<file path="src/rtl/dmem_arbiter_if.sv">
`default_nettype none
// ============================================================================
// Module   : dmem_arbiter_if
// Brief    : Bundle of cpu, DMA, init and data-memory signals around the arbiter
// Revision : 1.0 - initial release
// ============================================================================
interface dmem_arbiter_if;
  logic        init_start;
  logic        init_busy;
  logic        init_done;
  logic        cpu_req;
  logic        cpu_we;
  logic [31:0] cpu_addr;
  logic [31:0] cpu_wdata;
  logic [31:0] cpu_rdata;
  logic        cpu_stall;
  logic        dma_req;
  logic        dma_we;
  logic [31:0] dma_addr;
  logic [31:0] dma_wdata;
  logic        dma_ack;
  logic [31:0] dma_rdata;
  logic [31:0] mem_address;
  logic [31:0] mem_write_data;
  logic        mem_write;
  logic        mem_read;
  logic [31:0] mem_rdata;
  logic        addr_err;

  modport slave (
    input  init_start, cpu_req, cpu_we, cpu_addr, cpu_wdata,
           dma_req, dma_we, dma_addr, dma_wdata, mem_rdata,
    output init_busy, init_done, cpu_rdata, cpu_stall, dma_ack, dma_rdata,
           mem_address, mem_write_data, mem_write, mem_read, addr_err
  );

  modport master (
    output init_start, cpu_req, cpu_we, cpu_addr, cpu_wdata,
           dma_req, dma_we, dma_addr, dma_wdata, mem_rdata,
    input  init_busy, init_done, cpu_rdata, cpu_stall, dma_ack, dma_rdata,
           mem_address, mem_write_data, mem_write, mem_read, addr_err
  );
endinterface
`default_nettype wire

</file>
<file path="src/rtl/dmem_arbiter.sv">
`default_nettype none
// ============================================================================
// Module   : dmem_arbiter
// Brief    : Init-fill sequencer plus cpu/DMA arbiter for a single-port dmem
// Revision : 1.0 - initial release
// ============================================================================
module dmem_arbiter #(
  parameter int          MEM_BYTES    = 256,
  parameter int          INIT_WORDS   = 10,
  parameter logic [31:0] INIT_VALUE   = 32'd5,
  parameter int          STARVE_LIMIT = 4
) (
  input  wire logic   clk,
  input  wire logic   reset,
  dmem_arbiter_if.slave bus
);

  localparam int          c_CNT_W    = $clog2(INIT_WORDS + 1);
  localparam int          c_ST_W     = $clog2(STARVE_LIMIT + 1);
  localparam logic [31:0] c_MAX_ADDR = 32'(MEM_BYTES - 4);

  typedef enum logic [0:0] {
    ST_IDLE = 1'b0,
    ST_INIT = 1'b1
  } state_t;

  state_t              r_state;
  logic [c_CNT_W-1:0]  r_init_cnt;
  logic [c_ST_W-1:0]   r_starve;
  logic                r_init_prev;
  logic                r_init_done;
  logic                r_dma_ack;
  logic [31:0]         r_dma_rdata;
  logic                r_addr_err;

  logic                w_idle;
  logic                w_init;
  logic                w_init_rise;
  logic                w_dma_ok;
  logic                w_starved;
  logic                w_grant_dma;
  logic                w_grant_cpu;
  logic                w_sel_we;
  logic [31:0]         w_sel_addr;
  logic [31:0]         w_sel_wdata;
  logic                w_illegal;
  logic                w_access;

  // Combinational outputs are forced quiet while reset is held.
  assign w_idle      = (r_state == ST_IDLE) && !reset;
  assign w_init      = (r_state == ST_INIT) && !reset;
  assign w_init_rise = bus.init_start && !r_init_prev;
  assign w_dma_ok    = bus.dma_req && !r_dma_ack;
  assign w_starved   = (r_starve == c_ST_W'(STARVE_LIMIT));
  assign w_grant_dma = w_idle && w_dma_ok && (w_starved || !bus.cpu_req);
  assign w_grant_cpu = w_idle && bus.cpu_req && !w_grant_dma;

  assign w_sel_we    = w_grant_dma ? bus.dma_we    : bus.cpu_we;
  assign w_sel_addr  = w_grant_dma ? bus.dma_addr  : bus.cpu_addr;
  assign w_sel_wdata = w_grant_dma ? bus.dma_wdata : bus.cpu_wdata;
  assign w_illegal   = (w_sel_addr[1:0] != 2'b00) || (w_sel_addr > c_MAX_ADDR);
  assign w_access    = (w_grant_cpu || w_grant_dma) && !w_illegal;

  always_comb begin
    bus.mem_write      = 1'b0;
    bus.mem_read       = 1'b0;
    bus.mem_address    = '0;
    bus.mem_write_data = '0;
    if (w_init) begin
      bus.mem_write      = 1'b1;
      bus.mem_address    = {{(30 - c_CNT_W){1'b0}}, r_init_cnt, 2'b00};
      bus.mem_write_data = INIT_VALUE;
    end else if (w_access) begin
      bus.mem_write   = w_sel_we;
      bus.mem_read    = !w_sel_we;
      bus.mem_address = w_sel_addr;
      if (w_sel_we) begin
        bus.mem_write_data = w_sel_wdata;
      end
    end
  end

  assign bus.cpu_stall = bus.cpu_req && !w_grant_cpu && !reset;
  assign bus.cpu_rdata = (w_grant_cpu && !w_illegal && !bus.cpu_we) ? bus.mem_rdata : '0;
  assign bus.init_busy = (r_state == ST_INIT);
  assign bus.init_done = r_init_done;
  assign bus.dma_ack   = r_dma_ack;
  assign bus.dma_rdata = r_dma_rdata;
  assign bus.addr_err  = r_addr_err;

  always_ff @(posedge clk or posedge reset) begin
    if (reset) begin
      r_state     <= ST_IDLE;
      r_init_cnt  <= '0;
      r_starve    <= '0;
      r_init_prev <= 1'b0;
      r_init_done <= 1'b0;
      r_dma_ack   <= 1'b0;
      r_dma_rdata <= '0;
      r_addr_err  <= 1'b0;
    end else begin
      r_init_prev <= bus.init_start;
      r_init_done <= 1'b0;
      r_dma_ack   <= w_grant_dma;
      if (w_grant_dma) begin
        r_dma_rdata <= (w_illegal || w_sel_we) ? 32'd0 : bus.mem_rdata;
      end
      if ((w_grant_cpu || w_grant_dma) && w_illegal) begin
        r_addr_err <= 1'b1;
      end
      case (r_state)
        ST_IDLE: begin
          if (w_init_rise) begin
            r_state    <= ST_INIT;
            r_init_cnt <= '0;
          end
          if (w_grant_dma || !bus.dma_req) begin
            r_starve <= '0;
          end else if (w_grant_cpu && !w_starved) begin
            r_starve <= r_starve + 1'b1;
          end
        end
        ST_INIT: begin
          if (r_init_cnt == c_CNT_W'(INIT_WORDS - 1)) begin
            r_state     <= ST_IDLE;
            r_init_cnt  <= '0;
            r_init_done <= 1'b1;
          end else begin
            r_init_cnt <= r_init_cnt + 1'b1;
          end
        end
        default: r_state <= ST_IDLE;
      endcase
    end
  end

endmodule
`default_nettype wire
</file>
<file path="src/flat_wrapper.sv">
// flat-port wrapper written by rule: the top's interface ports become plain ports
module dmem_arbiter_flat 
#(
  parameter int          MEM_BYTES    = 256,
  parameter int          INIT_WORDS   = 10,
  parameter logic [31:0] INIT_VALUE   = 32'd5,
  parameter int          STARVE_LIMIT = 4
)
  (clk, reset, bus_init_start, bus_cpu_req, bus_cpu_we, bus_cpu_addr, bus_cpu_wdata, bus_dma_req, bus_dma_we, bus_dma_addr, bus_dma_wdata, bus_mem_rdata, bus_init_busy, bus_init_done, bus_cpu_rdata, bus_cpu_stall, bus_dma_ack, bus_dma_rdata, bus_mem_address, bus_mem_write_data, bus_mem_write, bus_mem_read, bus_addr_err);
  dmem_arbiter_if bus_i ();
  input  wire logic clk;
  input  wire logic reset;
  input wire logic [$bits(bus_i.init_start)-1:0] bus_init_start;
  input wire logic [$bits(bus_i.cpu_req)-1:0] bus_cpu_req;
  input wire logic [$bits(bus_i.cpu_we)-1:0] bus_cpu_we;
  input wire logic [$bits(bus_i.cpu_addr)-1:0] bus_cpu_addr;
  input wire logic [$bits(bus_i.cpu_wdata)-1:0] bus_cpu_wdata;
  input wire logic [$bits(bus_i.dma_req)-1:0] bus_dma_req;
  input wire logic [$bits(bus_i.dma_we)-1:0] bus_dma_we;
  input wire logic [$bits(bus_i.dma_addr)-1:0] bus_dma_addr;
  input wire logic [$bits(bus_i.dma_wdata)-1:0] bus_dma_wdata;
  input wire logic [$bits(bus_i.mem_rdata)-1:0] bus_mem_rdata;
  output wire logic [$bits(bus_i.init_busy)-1:0] bus_init_busy;
  output wire logic [$bits(bus_i.init_done)-1:0] bus_init_done;
  output wire logic [$bits(bus_i.cpu_rdata)-1:0] bus_cpu_rdata;
  output wire logic [$bits(bus_i.cpu_stall)-1:0] bus_cpu_stall;
  output wire logic [$bits(bus_i.dma_ack)-1:0] bus_dma_ack;
  output wire logic [$bits(bus_i.dma_rdata)-1:0] bus_dma_rdata;
  output wire logic [$bits(bus_i.mem_address)-1:0] bus_mem_address;
  output wire logic [$bits(bus_i.mem_write_data)-1:0] bus_mem_write_data;
  output wire logic [$bits(bus_i.mem_write)-1:0] bus_mem_write;
  output wire logic [$bits(bus_i.mem_read)-1:0] bus_mem_read;
  output wire logic [$bits(bus_i.addr_err)-1:0] bus_addr_err;
  assign bus_i.init_start = bus_init_start;
  assign bus_i.cpu_req = bus_cpu_req;
  assign bus_i.cpu_we = bus_cpu_we;
  assign bus_i.cpu_addr = bus_cpu_addr;
  assign bus_i.cpu_wdata = bus_cpu_wdata;
  assign bus_i.dma_req = bus_dma_req;
  assign bus_i.dma_we = bus_dma_we;
  assign bus_i.dma_addr = bus_dma_addr;
  assign bus_i.dma_wdata = bus_dma_wdata;
  assign bus_i.mem_rdata = bus_mem_rdata;
  assign bus_init_busy = bus_i.init_busy;
  assign bus_init_done = bus_i.init_done;
  assign bus_cpu_rdata = bus_i.cpu_rdata;
  assign bus_cpu_stall = bus_i.cpu_stall;
  assign bus_dma_ack = bus_i.dma_ack;
  assign bus_dma_rdata = bus_i.dma_rdata;
  assign bus_mem_address = bus_i.mem_address;
  assign bus_mem_write_data = bus_i.mem_write_data;
  assign bus_mem_write = bus_i.mem_write;
  assign bus_mem_read = bus_i.mem_read;
  assign bus_addr_err = bus_i.addr_err;
  dmem_arbiter #(.MEM_BYTES(MEM_BYTES), .INIT_WORDS(INIT_WORDS), .INIT_VALUE(INIT_VALUE), .STARVE_LIMIT(STARVE_LIMIT)) u_core (.clk(clk), .reset(reset), .bus(bus_i));
endmodule
</file>
<file path="config.mk">
export PLATFORM = sky130hd
export DESIGN_NAME = dmem_arbiter_flat
export DESIGN_NICKNAME = d
export VERILOG_FILES = /design/src/rtl/dmem_arbiter_if.sv /design/src/rtl/dmem_arbiter.sv /design/src/flat_wrapper.sv
export SDC_FILE = /design/constraint.sdc
export NUM_CORES = 1
export LEC_CHECK = 0
export BUFFER_PORTS_ARGS = -buffer_cell sky130_fd_sc_hd__buf_4
export CAP_MARGIN = 20
export CORE_AREA = 2 2 118 120
export CTS_CLUSTER_DIAMETER = 60
export DETAILED_ROUTE_END_ITERATION = 8
export DIE_AREA = 0 0 120 122
export PLACE_DENSITY = 0.58
export SETUP_SLACK_MARGIN = 0.3
export SYNTH_ARGS = -nofsm -noshare
export SYNTH_HDL_FRONTEND = slang
export SYNTH_SLANG_ARGS = --single-unit
</file>
<file path="constraint.sdc">
create_clock -name clk -period 1.97 [get_ports clk]
set_input_delay 0.197 -clock clk [delete_from_list [all_inputs] [get_ports clk]]
set_output_delay 0.197 -clock clk [all_outputs]
set_load 0.02 [all_outputs]
</file>
==> results.md <==
* Ratio of cells with drive above 1 in the final layout at 63.3%
* Worst Path Max Fanout at 8
* Worst EP arrival at 2.45 ns
* Max Cap Viol at 0
* Final Instance Count excl. Fillers at 897
* Sw frac at 35.7%
* Area Overhead vs Synth at 128%
* Place WS at -0.612 ns
* Util after Layout at 58.0%
* Worst-path clk slew at 0.06 ns
* Startpoint types: flip-flop
* Grt ovf at 0
* Core footprint at 0.0135 mm²
* Clk Tree Root Cell: clkbuf_16
* Tmin final at 2.64 ns
* CTS Sinks at 44
* Min Hold Slack at 0.0311 ns
* Combinational Power Share at 46.6%
* Initial antenna violation count at 0
* Final period util at 134%
* NetSw at 1270 µW
* Netlist Area Pre-Place at 0.00344 mm²
* Worst Skew at 0.00495 ns
* Die W at 120 µm
* Die height at 122 µm
* Worst Hold Class: input port to flip-flop
* PwrDens at 453 mW/mm²
* RSZ-0062 raised after global routing: true
* Hold Crit Depth at 1
* Global-route wire length before repair at 25,000 µm
* Cell Int Power at 2280 µW
* Peak supply drop at 0.322 mV
* CP Class: flip-flop to output port
* Clk pwr share at 23.5%
* Sequential share of power at 29.8%
* Syn Area/Cell at 8.80 µm²
* Unique masters post-synth at 46
* Nets@finish at 887
* Highest clock rate at 378 MHz
* CTS max path bufs at 2
* Gr usage total at 21.8%
* Status: finished with violations
* TritonCTS Buffers at 5
* Synth Register Bits at 44
* Cells after Synth at 391
* Final setup vio count at 101
* RD Place Congestion at 0.897
* Critical path endpoint category: output port
* R2R depth at 10
* Worst EP required at 1.77 ns
* Syn. warnings at 0
* Vias at 4,348
* Final wirelength at 17,000 µm
* Failing checks: negative setup slack
* DR iter-0 viols at 245
* DRC at 0
* H-tree Lvls at 2
* Hold Fails Final Rpt at 0
* Post-synth EDFFs at 0
* Starting Density at 25.5%
* CTS tree: done
* Std-Cell Rows at 43
* Slew Viols, Final at 0
* Antenna Cells at 0
* HPWL after detailed placement at 12,000 µm
* WL per Instance at 19.0 µm
* Pre-Repair DR Iteration Count at 4
* DP Cell Count at 847
* Clk_lat worst skew at 0.28 ns
* Fillers at 1,155
* IO Port Bufs at 275
* Die Area at 0.0146 mm²
* Asr flop ratio synth at 100%
* ANT nets after route at 0
* Io pins at 302
* Leak at 0.00381 µW
* Largest net degree at the start of global routing at 32
* Register area share after synthesis at 32.0%
* Vias per cell at 4.85
* Most used DFF post-synth: dfrtp_1
* Vias in the first global route at 4,547
* PnR worst setup slack at -0.675 ns
-- kinds of logic after synthesis --
kind of cell | Yosys count | share of synthesized area [%]
simple gates | 112 | 16.1
fa+ha+maj | 4 | 1.45
compound gates | 125 | 35.1
buf+inv | 105 | 15.3
other cells | 1 | 0.109
flops | 44 | 32.0
-- what timing repair did --
item / 4_1_cts / 5_1_grt
gates cloned: 12 / 3
endpoints found under the hold margin: 2 / 0
endpoints found under the setup margin: 107 / 107
pin swaps: 60 / 17
hold buffers: 1 / 0
resized for setup: 119 / 17
setup buffers: 21 / 5
-- registers in the layout, summed over array words and instances, names as in the netlist --
register,cells
u_core.bus.dma_rdata,32
u_core.r_init_prev,1
u_core.r_starve,3
u_core.bus.addr_err,1
u_core.bus.dma_ack,1
u_core.bus.init_done,1
u_core.bus.init_busy,1
u_core.r_init_cnt,4
-- synth_stat cells, types with 3 or more instances --
| library cell | number | area share, % |
|---|---|---|
| a211oi_1 | 32 | 7.0 |
| a221o_1 | 4 | 1.2 |
| a221oi_2 | 29 | 13 |
| a22o_1 | 36 | 9.2 |
| a31o_2 | 4 | 1.0 |
| and3_1 | 5 | 0.91 |
| buf_1 | 3 | 0.33 |
| buf_2 | 9 | 1.3 |
| buf_4 | 26 | 5.7 |
| buf_6 | 3 | 0.98 |
| clkbuf_1 | 22 | 2.4 |
| dfrtp_1 | 44 | 32 |
| ha_1 | 4 | 1.5 |
| inv_1 | 41 | 4.5 |
| nand2_1 | 67 | 7.3 |
| nand3_1 | 5 | 0.73 |
| nor2_1 | 7 | 0.76 |
| nor4_1 | 9 | 1.6 |
| nor4_2 | 4 | 1.5 |
| o21ai_0 | 4 | 0.58 |
-- power groups by stage --
stage	Sequential (µW)	Combinational [µW]	Clock [µW]
4_1_cts	1060	1640	868
3_3_place_gp	1070	1340	0
3_5_place_dp	1080	1370	0
6_report	1060	1650	835
5_1_grt	1070	1790	910
2_1_floorplan	1090	768	0
-- critical path: stages, from the launching register on --
cell	delay [ns]
dfrtp_1	0.39
inv_2	0.09
ha_4	0.14
a21bo_4	0.14
nand3_4	0.08
or4_4	0.62
buf_12	0.20
a221oi_4	0.34
buf_6	0.17
-- cell type report --
| type | instances | area (µm²) | share of cell area (%) |
|---|---|---|---|
| repair buffers | 356 | 3500 | 44.7 |
| multi-input cells | 267 | 2690 | 34.4 |
| flip-flops and latches | 44 | 1100 | 14.1 |
| well taps | 180 | 225 | 2.88 |
| inverters | 42 | 164 | 2.09 |
| clock buffers | 5 | 125 | 1.60 |
| clock inverters | 3 | 18.8 | 0.240 |
-- final timing paths --
kind                                           from                     end  slack, ns
worst max-delay path             u_core.r_starve[0]  bus_mem_write_data[11]      -0.67
worst min-delay path                 bus_init_start      u_core.r_init_prev       0.03
worst max register to register   u_core.r_starve[0]     u_core.bus.addr_err      -0.17
worst min register to register  u_core.bus.addr_err     u_core.bus.addr_err       0.47
max in group asynchronous                     reset      u_core.r_init_prev       1.27
min in group asynchronous                     reset    u_core.bus.init_busy       0.20
-- placed cells by master (no fill, tap or decap), types with 5 or more instances in the layout --
cell / n
buf_4: 243
buf_6: 74
nand2_1: 67
dfrtp_1: 43
inv_1: 38
a22o_1: 36
a211oi_4: 30
conb_1: 26
a221oi_4: 21
buf_12: 18
buf_16: 11
nor4_1: 9
a221oi_2: 9
clkbuf_16: 8
nor2_1: 6
and3_1: 5
-- routing by layer --
layer  global-route usage (%)  up-vias  routed length (µm)
met2                     41.3      197                9130
met1                     25.2     2113                6450
li1                         -     2022                   -
met3                     3.79       16                1110
met5                        0        -                   0
met4                     5.66        0                 310
-- metrics by stage --
step                      area [µm²]  TNS (ns)  power [µW]
after floorplan                 4230    -13.06        1850
after global placement          6470    -30.45        2410
after detailed placement        6470    -32.42        2440
after CTS                       7600    -43.05        3560
after global routing            7830    -54.39        3770
final                           7830    -46.74        3550
Note: power is estimated with default switching activity, not from simulation.
